[config.mk]
export PLATFORM = sky130hd
export DESIGN_NAME = milk_mover_flat
export DESIGN_NICKNAME = d
export VERILOG_FILES = /design/src/rtl/milk_mover_pkg.sv /design/src/rtl/milk_mover_if.sv /design/src/rtl/milk_mover_btn_sync.sv /design/src/rtl/milk_mover.sv /design/src/flat_wrapper.sv
export SDC_FILE = /design/constraint.sdc
export NUM_CORES = 1
export LEC_CHECK = 0
export ABC_AREA = 1
export BUFFER_PORTS_ARGS = -buffer_cell sky130_fd_sc_hd__buf_2
export CORE_ASPECT_RATIO = 0.75
export CORE_MARGIN = 2
export CORE_UTILIZATION = 56
export CTS_BUF_LIST = sky130_fd_sc_hd__clkbuf_4
export CTS_CLUSTER_DIAMETER = 80
export DETAILED_ROUTE_END_ITERATION = 16
export MAX_ROUTING_LAYER = met4
export PLACE_DENSITY = 0.74
export SETUP_SLACK_MARGIN = 0.2
export SLEW_MARGIN = 20
export SYNTH_ARGS = -nofsm -noshare
export SYNTH_HDL_FRONTEND = slang
export SYNTH_SLANG_ARGS = --single-unit
[constraint.sdc]
create_clock -name clk -period 3.3 [get_ports clk]
set_input_delay 0.33 -clock clk [delete_from_list [all_inputs] [get_ports clk]]
set_output_delay 0.33 -clock clk [all_outputs]
set_load 0.01 [all_outputs]
[src/rtl/milk_mover_pkg.sv]
// Shared OLED screen geometry, sprite sizes and mover state encoding.
// Imported by the milk-carton mover and its bus interface.
package oled_pkg;

  localparam int SCREEN_W  = 96;
  localparam int SCREEN_H  = 64;
  localparam int PIX_IDX_W = 13;
  localparam int COORD_W   = 7;
  localparam int RGB565_W  = 16;

  localparam int MILK_W = 9;
  localparam int MILK_H = 17;

  localparam int X_MAX_DEF = SCREEN_W - MILK_W;
  localparam int Y_MAX_DEF = SCREEN_H - MILK_H;

  typedef enum logic [1:0] {
    MANUAL = 2'd0,
    FALL   = 2'd1,
    LANDED = 2'd2
  } mover_state_t;

  // Signed 8-bit input so an underflow (0-1) clamps to 0 instead of 127.
  function automatic logic [COORD_W-1:0] clamp_coord(input logic signed [7:0] v,
                                                      input logic signed [7:0] hi);
    if (v < 8'sd0) begin
      return '0;
    end else if (v > hi) begin
      return hi[COORD_W-1:0];
    end else begin
      return v[COORD_W-1:0];
    end
  endfunction

endpackage

[src/rtl/milk_mover_if.sv]
// Pushbutton inputs and sprite position outputs of the milk-carton mover.
// master = button source / position consumer, slave = the mover itself.
interface milk_mover_if;
  import oled_pkg::*;

  logic               btn_l;
  logic               btn_r;
  logic               btn_u;
  logic               btn_d;
  logic               btn_c;
  logic [COORD_W-1:0] x;
  logic [COORD_W-1:0] y;
  logic               falling;
  logic               landed;

  modport master (
    output btn_l, btn_r, btn_u, btn_d, btn_c,
    input  x, y, falling, landed
  );

  modport slave (
    input  btn_l, btn_r, btn_u, btn_d, btn_c,
    output x, y, falling, landed
  );

endinterface

[src/rtl/milk_mover_btn_sync.sv]
// Two-flop synchroniser for a raw asynchronous button, plus a one-cycle
// rising-edge pulse taken on the synchronised level.
module btn_sync (
  input  logic clk,
  input  logic rst_n,
  input  logic async_i,
  output logic sync_o,
  output logic pulse_o
);

  logic meta_q;
  logic sync_q;
  logic prev_q;

  always_ff @(posedge clk or negedge rst_n) begin
    if (!rst_n) begin
      meta_q <= 1'b0;
      sync_q <= 1'b0;
      prev_q <= 1'b0;
    end else begin
      meta_q <= async_i;
      sync_q <= meta_q;
      prev_q <= sync_q;
    end
  end

  assign sync_o  = sync_q;
  assign pulse_o = sync_q & ~prev_q;

endmodule

[src/rtl/milk_mover.sv]
// Milk-carton sprite position stage: manual nudging plus a gravity drop.
// Define MILK_MOVER_WRAP_EN to make horizontal motion wrap instead of clamp.
module milk_mover
  import oled_pkg::*;
#(
  parameter int STEP_DIV   = 1_000_000,
  parameter int GRAV_DIV   = 4,
  parameter int VMAX       = 4,
  parameter int LAND_STEPS = 50,
  parameter int X_MAX      = X_MAX_DEF,
  parameter int Y_MAX      = Y_MAX_DEF,
  parameter int X_INIT     = 43,
  parameter int Y_INIT     = 0
) (
  input  logic         clk,
  input  logic         rst_n,
  milk_mover_if.slave  mv
);

  localparam int STEP_W = (STEP_DIV > 1) ? $clog2(STEP_DIV) : 1;
  localparam int GRAV_W = (GRAV_DIV > 1) ? $clog2(GRAV_DIV) : 1;
  localparam int LAND_W = (LAND_STEPS > 1) ? $clog2(LAND_STEPS) : 1;
  localparam int VEL_W  = $clog2(VMAX + 1);

  localparam logic [STEP_W-1:0]  STEP_LAST = STEP_W'(STEP_DIV - 1);
  localparam logic [GRAV_W-1:0]  GRAV_LAST = GRAV_W'(GRAV_DIV - 1);
  localparam logic [LAND_W-1:0]  LAND_LAST = LAND_W'(LAND_STEPS - 1);
  localparam logic [VEL_W-1:0]   VMAX_C    = VEL_W'(VMAX);
  localparam logic [COORD_W-1:0] X_INIT_C  = COORD_W'(X_INIT);
  localparam logic [COORD_W-1:0] Y_INIT_C  = COORD_W'(Y_INIT);
  localparam logic [COORD_W-1:0] Y_MAX_C   = COORD_W'(Y_MAX);
  localparam logic signed [7:0]  X_MAX_S   = 8'(X_MAX);
  localparam logic signed [7:0]  Y_MAX_S   = 8'(Y_MAX);

  // ---------------- button conditioning ----------------
  logic [3:0] dir_raw;
  logic [3:0] dir_sync;
  logic [3:0] dir_pulse_unused;
  logic       c_sync_unused;
  logic       c_pulse;

  assign dir_raw = {mv.btn_d, mv.btn_u, mv.btn_r, mv.btn_l};

  generate
    for (genvar gi = 0; gi < 4; gi++) begin : g_dir_sync
      btn_sync u_sync (
        .clk     (clk),
        .rst_n   (rst_n),
        .async_i (dir_raw[gi]),
        .sync_o  (dir_sync[gi]),
        .pulse_o (dir_pulse_unused[gi])
      );
    end
  endgenerate

  btn_sync u_c_sync (
    .clk     (clk),
    .rst_n   (rst_n),
    .async_i (mv.btn_c),
    .sync_o  (c_sync_unused),
    .pulse_o (c_pulse)
  );

  logic l_s, r_s, u_s, d_s;
  assign l_s = dir_sync[0];
  assign r_s = dir_sync[1];
  assign u_s = dir_sync[2];
  assign d_s = dir_sync[3];

  // ---------------- state and datapath registers ----------------
  mover_state_t        state_q, state_d;
  logic [STEP_W-1:0]   step_cnt_q, step_cnt_d;
  logic [GRAV_W-1:0]   grav_cnt_q, grav_cnt_d;
  logic [LAND_W-1:0]   land_cnt_q, land_cnt_d;
  logic [VEL_W-1:0]    vel_q, vel_d;
  logic [COORD_W-1:0]  x_q, x_d;
  logic [COORD_W-1:0]  y_q, y_d;

  logic step_tick;
  assign step_tick  = (step_cnt_q == STEP_LAST);
  assign step_cnt_d = step_tick ? '0 : step_cnt_q + 1'b1;

  // ---------------- motion arithmetic ----------------
  logic signed [7:0]  dx, dy;
  logic signed [7:0]  x_sum, y_msum, y_fsum;
  logic [COORD_W-1:0] x_step, y_manual, y_fall;
  logic               land_now, land_done;

  always_comb begin
    dx = 8'sd0;
    if (r_s && !l_s) begin
      dx = 8'sd1;
    end else if (l_s && !r_s) begin
      dx = -8'sd1;
    end
    dy = 8'sd0;
    if (d_s && !u_s) begin
      dy = 8'sd1;
    end else if (u_s && !d_s) begin
      dy = -8'sd1;
    end
  end

  assign x_sum  = $signed({1'b0, x_q}) + dx;
  assign y_msum = $signed({1'b0, y_q}) + dy;
  assign y_fsum = $signed({1'b0, y_q}) + $signed({{(8-VEL_W){1'b0}}, vel_q});

  always_comb begin
`ifdef MILK_MOVER_WRAP_EN
    if (x_sum < 8'sd0) begin
      x_step = X_MAX_S[COORD_W-1:0];
    end else if (x_sum > X_MAX_S) begin
      x_step = '0;
    end else begin
      x_step = x_sum[COORD_W-1:0];
    end
`else
    x_step = clamp_coord(x_sum, X_MAX_S);
`endif
  end

  assign y_manual  = clamp_coord(y_msum, Y_MAX_S);
  assign y_fall    = clamp_coord(y_fsum, Y_MAX_S);
  assign land_now  = step_tick && (y_fall == Y_MAX_C);
  assign land_done = step_tick && (land_cnt_q == LAND_LAST);

  // ---------------- FSM: state register ----------------
  always_ff @(posedge clk or negedge rst_n) begin
    if (!rst_n) begin
      state_q <= MANUAL;
    end else begin
      state_q <= state_d;
    end
  end

  // ---------------- FSM: next state ----------------
  always_comb begin
    state_d = state_q;
    case (state_q)
      MANUAL:  if (c_pulse) state_d = FALL;
      FALL:    if (land_now) state_d = LANDED;
      LANDED:  if (c_pulse || land_done) state_d = MANUAL;
      default: state_d = MANUAL;
    endcase
  end

  // ---------------- FSM: outputs ----------------
  always_comb begin
    mv.falling = (state_q == FALL);
    mv.landed  = (state_q == LANDED);
  end

  assign mv.x = x_q;
  assign mv.y = y_q;

  // ---------------- datapath next values ----------------
  always_comb begin
    x_d        = x_q;
    y_d        = y_q;
    vel_d      = vel_q;
    grav_cnt_d = grav_cnt_q;
    land_cnt_d = land_cnt_q;
    case (state_q)
      MANUAL: begin
        // A same-cycle press still takes this step's move before dropping.
        if (step_tick) begin
          x_d = x_step;
          y_d = y_manual;
        end
        if (c_pulse) begin
          vel_d      = VEL_W'(1);
          grav_cnt_d = '0;
        end
      end
      FALL: begin
        if (step_tick) begin
          x_d = x_step;
          y_d = y_fall;
          if (grav_cnt_q == GRAV_LAST) begin
            grav_cnt_d = '0;
            if (vel_q != VMAX_C) vel_d = vel_q + 1'b1;
          end else begin
            grav_cnt_d = grav_cnt_q + 1'b1;
          end
          if (land_now) begin
            vel_d      = '0;
            land_cnt_d = '0;
          end
        end
      end
      LANDED: begin
        if (c_pulse) begin
          x_d        = X_INIT_C;
          y_d        = Y_INIT_C;
          land_cnt_d = '0;
        end else if (land_done) begin
          land_cnt_d = '0;
        end else if (step_tick) begin
          land_cnt_d = land_cnt_q + 1'b1;
        end
      end
      default: ;
    endcase
  end

  always_ff @(posedge clk or negedge rst_n) begin
    if (!rst_n) begin
      step_cnt_q <= '0;
      grav_cnt_q <= '0;
      land_cnt_q <= '0;
      vel_q      <= '0;
      x_q        <= X_INIT_C;
      y_q        <= Y_INIT_C;
    end else begin
      step_cnt_q <= step_cnt_d;
      grav_cnt_q <= grav_cnt_d;
      land_cnt_q <= land_cnt_d;
      vel_q      <= vel_d;
      x_q        <= x_d;
      y_q        <= y_d;
    end
  end

endmodule

[src/flat_wrapper.sv]
// flat-port wrapper written by rule: the top's interface ports become plain ports
module milk_mover_flat import oled_pkg::*;
#(
  parameter int STEP_DIV   = 1_000_000,
  parameter int GRAV_DIV   = 4,
  parameter int VMAX       = 4,
  parameter int LAND_STEPS = 50,
  parameter int X_MAX      = X_MAX_DEF,
  parameter int Y_MAX      = Y_MAX_DEF,
  parameter int X_INIT     = 43,
  parameter int Y_INIT     = 0
)
  (clk, rst_n, mv_btn_l, mv_btn_r, mv_btn_u, mv_btn_d, mv_btn_c, mv_x, mv_y, mv_falling, mv_landed);
  milk_mover_if mv_i ();
  input  logic clk;
  input  logic rst_n;
  input wire logic [$bits(mv_i.btn_l)-1:0] mv_btn_l;
  input wire logic [$bits(mv_i.btn_r)-1:0] mv_btn_r;
  input wire logic [$bits(mv_i.btn_u)-1:0] mv_btn_u;
  input wire logic [$bits(mv_i.btn_d)-1:0] mv_btn_d;
  input wire logic [$bits(mv_i.btn_c)-1:0] mv_btn_c;
  output wire logic [$bits(mv_i.x)-1:0] mv_x;
  output wire logic [$bits(mv_i.y)-1:0] mv_y;
  output wire logic [$bits(mv_i.falling)-1:0] mv_falling;
  output wire logic [$bits(mv_i.landed)-1:0] mv_landed;
  assign mv_i.btn_l = mv_btn_l;
  assign mv_i.btn_r = mv_btn_r;
  assign mv_i.btn_u = mv_btn_u;
  assign mv_i.btn_d = mv_btn_d;
  assign mv_i.btn_c = mv_btn_c;
  assign mv_x = mv_i.x;
  assign mv_y = mv_i.y;
  assign mv_falling = mv_i.falling;
  assign mv_landed = mv_i.landed;
  milk_mover #(.STEP_DIV(STEP_DIV), .GRAV_DIV(GRAV_DIV), .VMAX(VMAX), .LAND_STEPS(LAND_STEPS), .X_MAX(X_MAX), .Y_MAX(Y_MAX), .X_INIT(X_INIT), .Y_INIT(Y_INIT)) u_core (.clk(clk), .rst_n(rst_n), .mv(mv_i));
endmodule
==> flow_summary.json <==
{
  "drv_cap": 0,
  "tightest_slew_ns": 0.584,
  "crit_path_frequent_cell": "nand2_1",
  "setup_viol": 0,
  "start_kind": "register",
  "synthSimpleGateAreaFrac_pct": 28.4,
  "synth.most_common_cell": "nand2_1",
  "final_hold_viol_count": 0,
  "cts_setup_buffers": 0,
  "yosys.area.top_type": "dfrtp_1",
  "cts.path.max_buffers": 2,
  "insertion_delay_ns": 0.41,
  "root_buffer": "clkbuf_4",
  "fp-row-count": 26,
  "viasPerCell": 5.43,
  "slew_violations": 0,
  "die_h_um": 76.3,
  "drive_above_1_share_pct": 15.4,
  "diodes": 0,
  "wl_um": 8020,
  "crit_family": "simple AND/OR/NAND/NOR gates",
  "min_period_ns": 2.46,
  "peakVddDrop_v": 0.000324,
  "avgSynthCellArea_um2": 8.06,
  "ys_seq_elements": 58,
  "critPathKind": "reg -> reg",
  "synth_edf_count": 0,
  "synthMuxAreaShare_pct": 0,
  "synth_commonest_cells": "nand2_1 (107), inv_1 (69), dfrtp_1 (54)",
  "synth_top_family_by_area": "simple AND/OR/NAND/NOR gates",
  "io_buffers": 22,
  "syn_nets": 524,
  "place_hpwl_um": 6080,
  "cts_htree_levels": 3,
  "synthesis.area_um2": 3900,
  "fin_crit_sh_pct": 74.5,
  "status": "complete, no violations",
  "grt_pass1_wl_um": 13800,
  "synth-compound-area-share_pct": 10.6,
  "crit_path_max_fanout": 12,
  "synth.area.top_cells": "dfrtp_1 (35%), nand2_1 (10%), ha_1 (9.6%)",
  "yosys.area_share.adder_pct": 11.2,
  "fin_util_pct": 63.7,
  "vias": 3312,
  "numCtsBuffers": 9,
  "clock-sinks": 58,
  "area_growth_pct": 10.5,
  "avgRoutedWirePerCell_um": 13.2,
  "async_flop_share_pct": 100,
  "grt_overflow_total": 0,
  "synth_warnings": 0,
  "yosysSeqAreaShare_pct": 37.3,
  "synth_top_area_share_pct": 34.6,
  "grt_util_all_layers_pct": 23.4,
  "synth_xor_area_share_pct": 4.72,
  "nets": 561,
  "finalSetupTns_ns": 0,
  "detail-route-antenna-nets": 0,
  "crit_chain": "ha_1 > fa_1 > nand2_1 > nand2_1 > nand3_1 > nand2_1 > nand2_1 > nand2_2 > nand2_2 > nor2_4 > nor2_2 > nand2_2 > nand2_4 > nand2_4 > nand2_1 > o21ai_2",
  "endpoint_kind": "register",
  "io_pins": 23,
  "yosys.cell_types.count": 46,
  "cts_tree": "built",
  "synth_flop_cell": "dfrtp_1",
  "hp-class": "in -> reg",
  "fmax_mhz": 407,
  "grt_max_degree": 46,
  "pwr_density_cell_nw_per_um2": 764,
  "arrival_ns": 2.76,
  "cp.required_ns": 3.60,
  "antenna_found_initial": 0,
  "grt_pass1_vias": 3053,
  "dr.first_iter.drc_count": 170,
  "relSlewSlack_pct": 60.7,
  "start_util_pct": 57.6,
  "cp.buffers_inverters": 0,
  "crit_path_top_delay_cell": "dfrtp_1",
  "rsz0062_at_grt": "no",
  "finalClockSkew_ns": 0.00760,
  "synth_cells": 484,
  "fp.dieArea_um2": 7650,
  "max_stage_delay_ns": 0.47,
  "gp_congestion": 0.955,
  "drc": 0,
  "p_leak_uw": 0.00220,
  "fp.coreArea_um2": 6770,
  "path_clk_slew_ns": 0.10,
  "dr.pass1.iters": 4,
  "fp.dieW_um": 100
}
## state kept, by name (all words and copies together) (netlist names), 2 cells and up
name                             cells
u_core.step_cnt_q                   20
u_core.mv.x                          7
u_core.mv.y                          7
u_core.land_cnt_q                    6
u_core.g_dir_sync.u_sync.meta_q      4
u_core.g_dir_sync.u_sync.sync_o      4
u_core.vel_q                         3
u_core.grav_cnt_q                    2
u_core.state_q                       2
## worst reg2reg max path, cell delays in order (launching register included)
cell and delay [ns]:
dfrtp_1 0.47, ha_1 0.27, fa_1 0.43, nand2_1 0.08, nand2_1 0.08, nand3_1 0.08
nand2_1 0.05, nand2_1 0.08, nand2_2 0.08, nand2_2 0.10, nor2_4 0.04, nor2_2 0.09
nand2_2 0.09, nand2_4 0.12, nand2_4 0.14, nand2_1 0.11, o21ai_2 0.05
## layout make-up
cell class                 instances  area (um^2)
clock buffer                       9         67.6
tap                               84          105
inverter                          73          277
sequential                        58         1460
multi-input combinational        351         2140
fill                             576         2460
timing repair buffer              28          170
clock inverter                     7         93.8
## final timing paths
check	startpoint	depth (start not counted)	slack (ns)	endpoint
max in group asynchronous	rst_n	3	2.23	u_core.step_cnt_q[7]$_DFF_PN0_
max	u_core.mv.y[0]$_DFFE_PN0P_	16	0.84	u_core.land_cnt_q[1]$_DFFE_PN0P_
min in group asynchronous	rst_n	2	0.44	u_core.vel_q[0]$_DFFE_PN0P_
min reg2reg	u_core.u_c_sync.meta_q$_DFF_PN0_	0	0.36	u_core.u_c_sync.sync_o$_DFF_PN0_
max reg2reg	u_core.mv.y[0]$_DFFE_PN0P_	16	0.84	u_core.land_cnt_q[1]$_DFFE_PN0P_
min	mv_btn_c	1	0.04	u_core.u_c_sync.meta_q$_DFF_PN0_
## repair_timing
| item | in CTS | in global routing |
|---|---|---|
| resized for setup | 0 | 0 |
| hold endpoints to repair | 2 | 42 |
| hold buffers | 2 | 3 |
## placed cells by master, fill, tap and decap left out, drive strengths merged, types with 2 or more instances in the layout
| cell | Yosys | final |
|---|---|---|
| xor2 | 12 | 12 |
| or2 | 3 | 3 |
| nor2 | 38 | 38 |
| nor3b | 2 | 2 |
| o21ai | 21 | 21 |
| nand3 | 36 | 36 |
| clkbuf | 1 | 9 |
| a21oi | 22 | 22 |
| o31ai | 2 | 2 |
| clkinvlp | 0 | 2 |
| xnor2 | 9 | 9 |
| o211ai | 2 | 2 |
| nand2 | 119 | 119 |
| o21a | 6 | 6 |
| ha | 30 | 30 |
| fa | 3 | 3 |
| dfrtp | 54 | 54 |
| dfstp | 4 | 4 |
| bufinv | 0 | 2 |
| nand4 | 21 | 21 |
| clkinv | 2 | 5 |
| buf | 1 | 23 |
| nand3b | 3 | 3 |
| inv | 71 | 71 |
| dlygate4sd3 | 0 | 5 |
| a31oi | 2 | 2 |
| nor3 | 9 | 9 |
## where the power goes
part	internal [uW]	switching, uW
clock network	305	279
logic	636	1040
registers	860	169
## kinds of logic after synthesis
kind of cell             count (synthesis)
AND/OR/NAND/NOR                        232
buffers and inverters                   75
AO/OA/AOI/OAI                           65
flip-flops                              58
adder cells (fa/ha/maj)                 33
XOR/XNOR                                21
## through the flow
step                      power [uW]  setup WS, ns  instance area [um^2]  hold WS, ns  instances
final                           3290         0.841                  4310       0.0431        610
after global routing            3590         0.598                  4310     0.000325        610
after CTS                       3290         0.853                  4280      0.00393        607
after detailed placement        2700         0.873                  4090        0.335        589
after global placement          2640         0.881                  4090        0.332        589
after floorplan                 2310          1.02                  3900       0.0344        484
## metal layers
metal	vias to the layer above	wire length, um	GRT usage [%]
li1	1681	-	-
met5	-	0	-
met2	65	3510	33.4
met3	11	370	6.33
met1	1555	4050	32.8
met4	0	95	6.71
(Power assumes the default switching activity.)
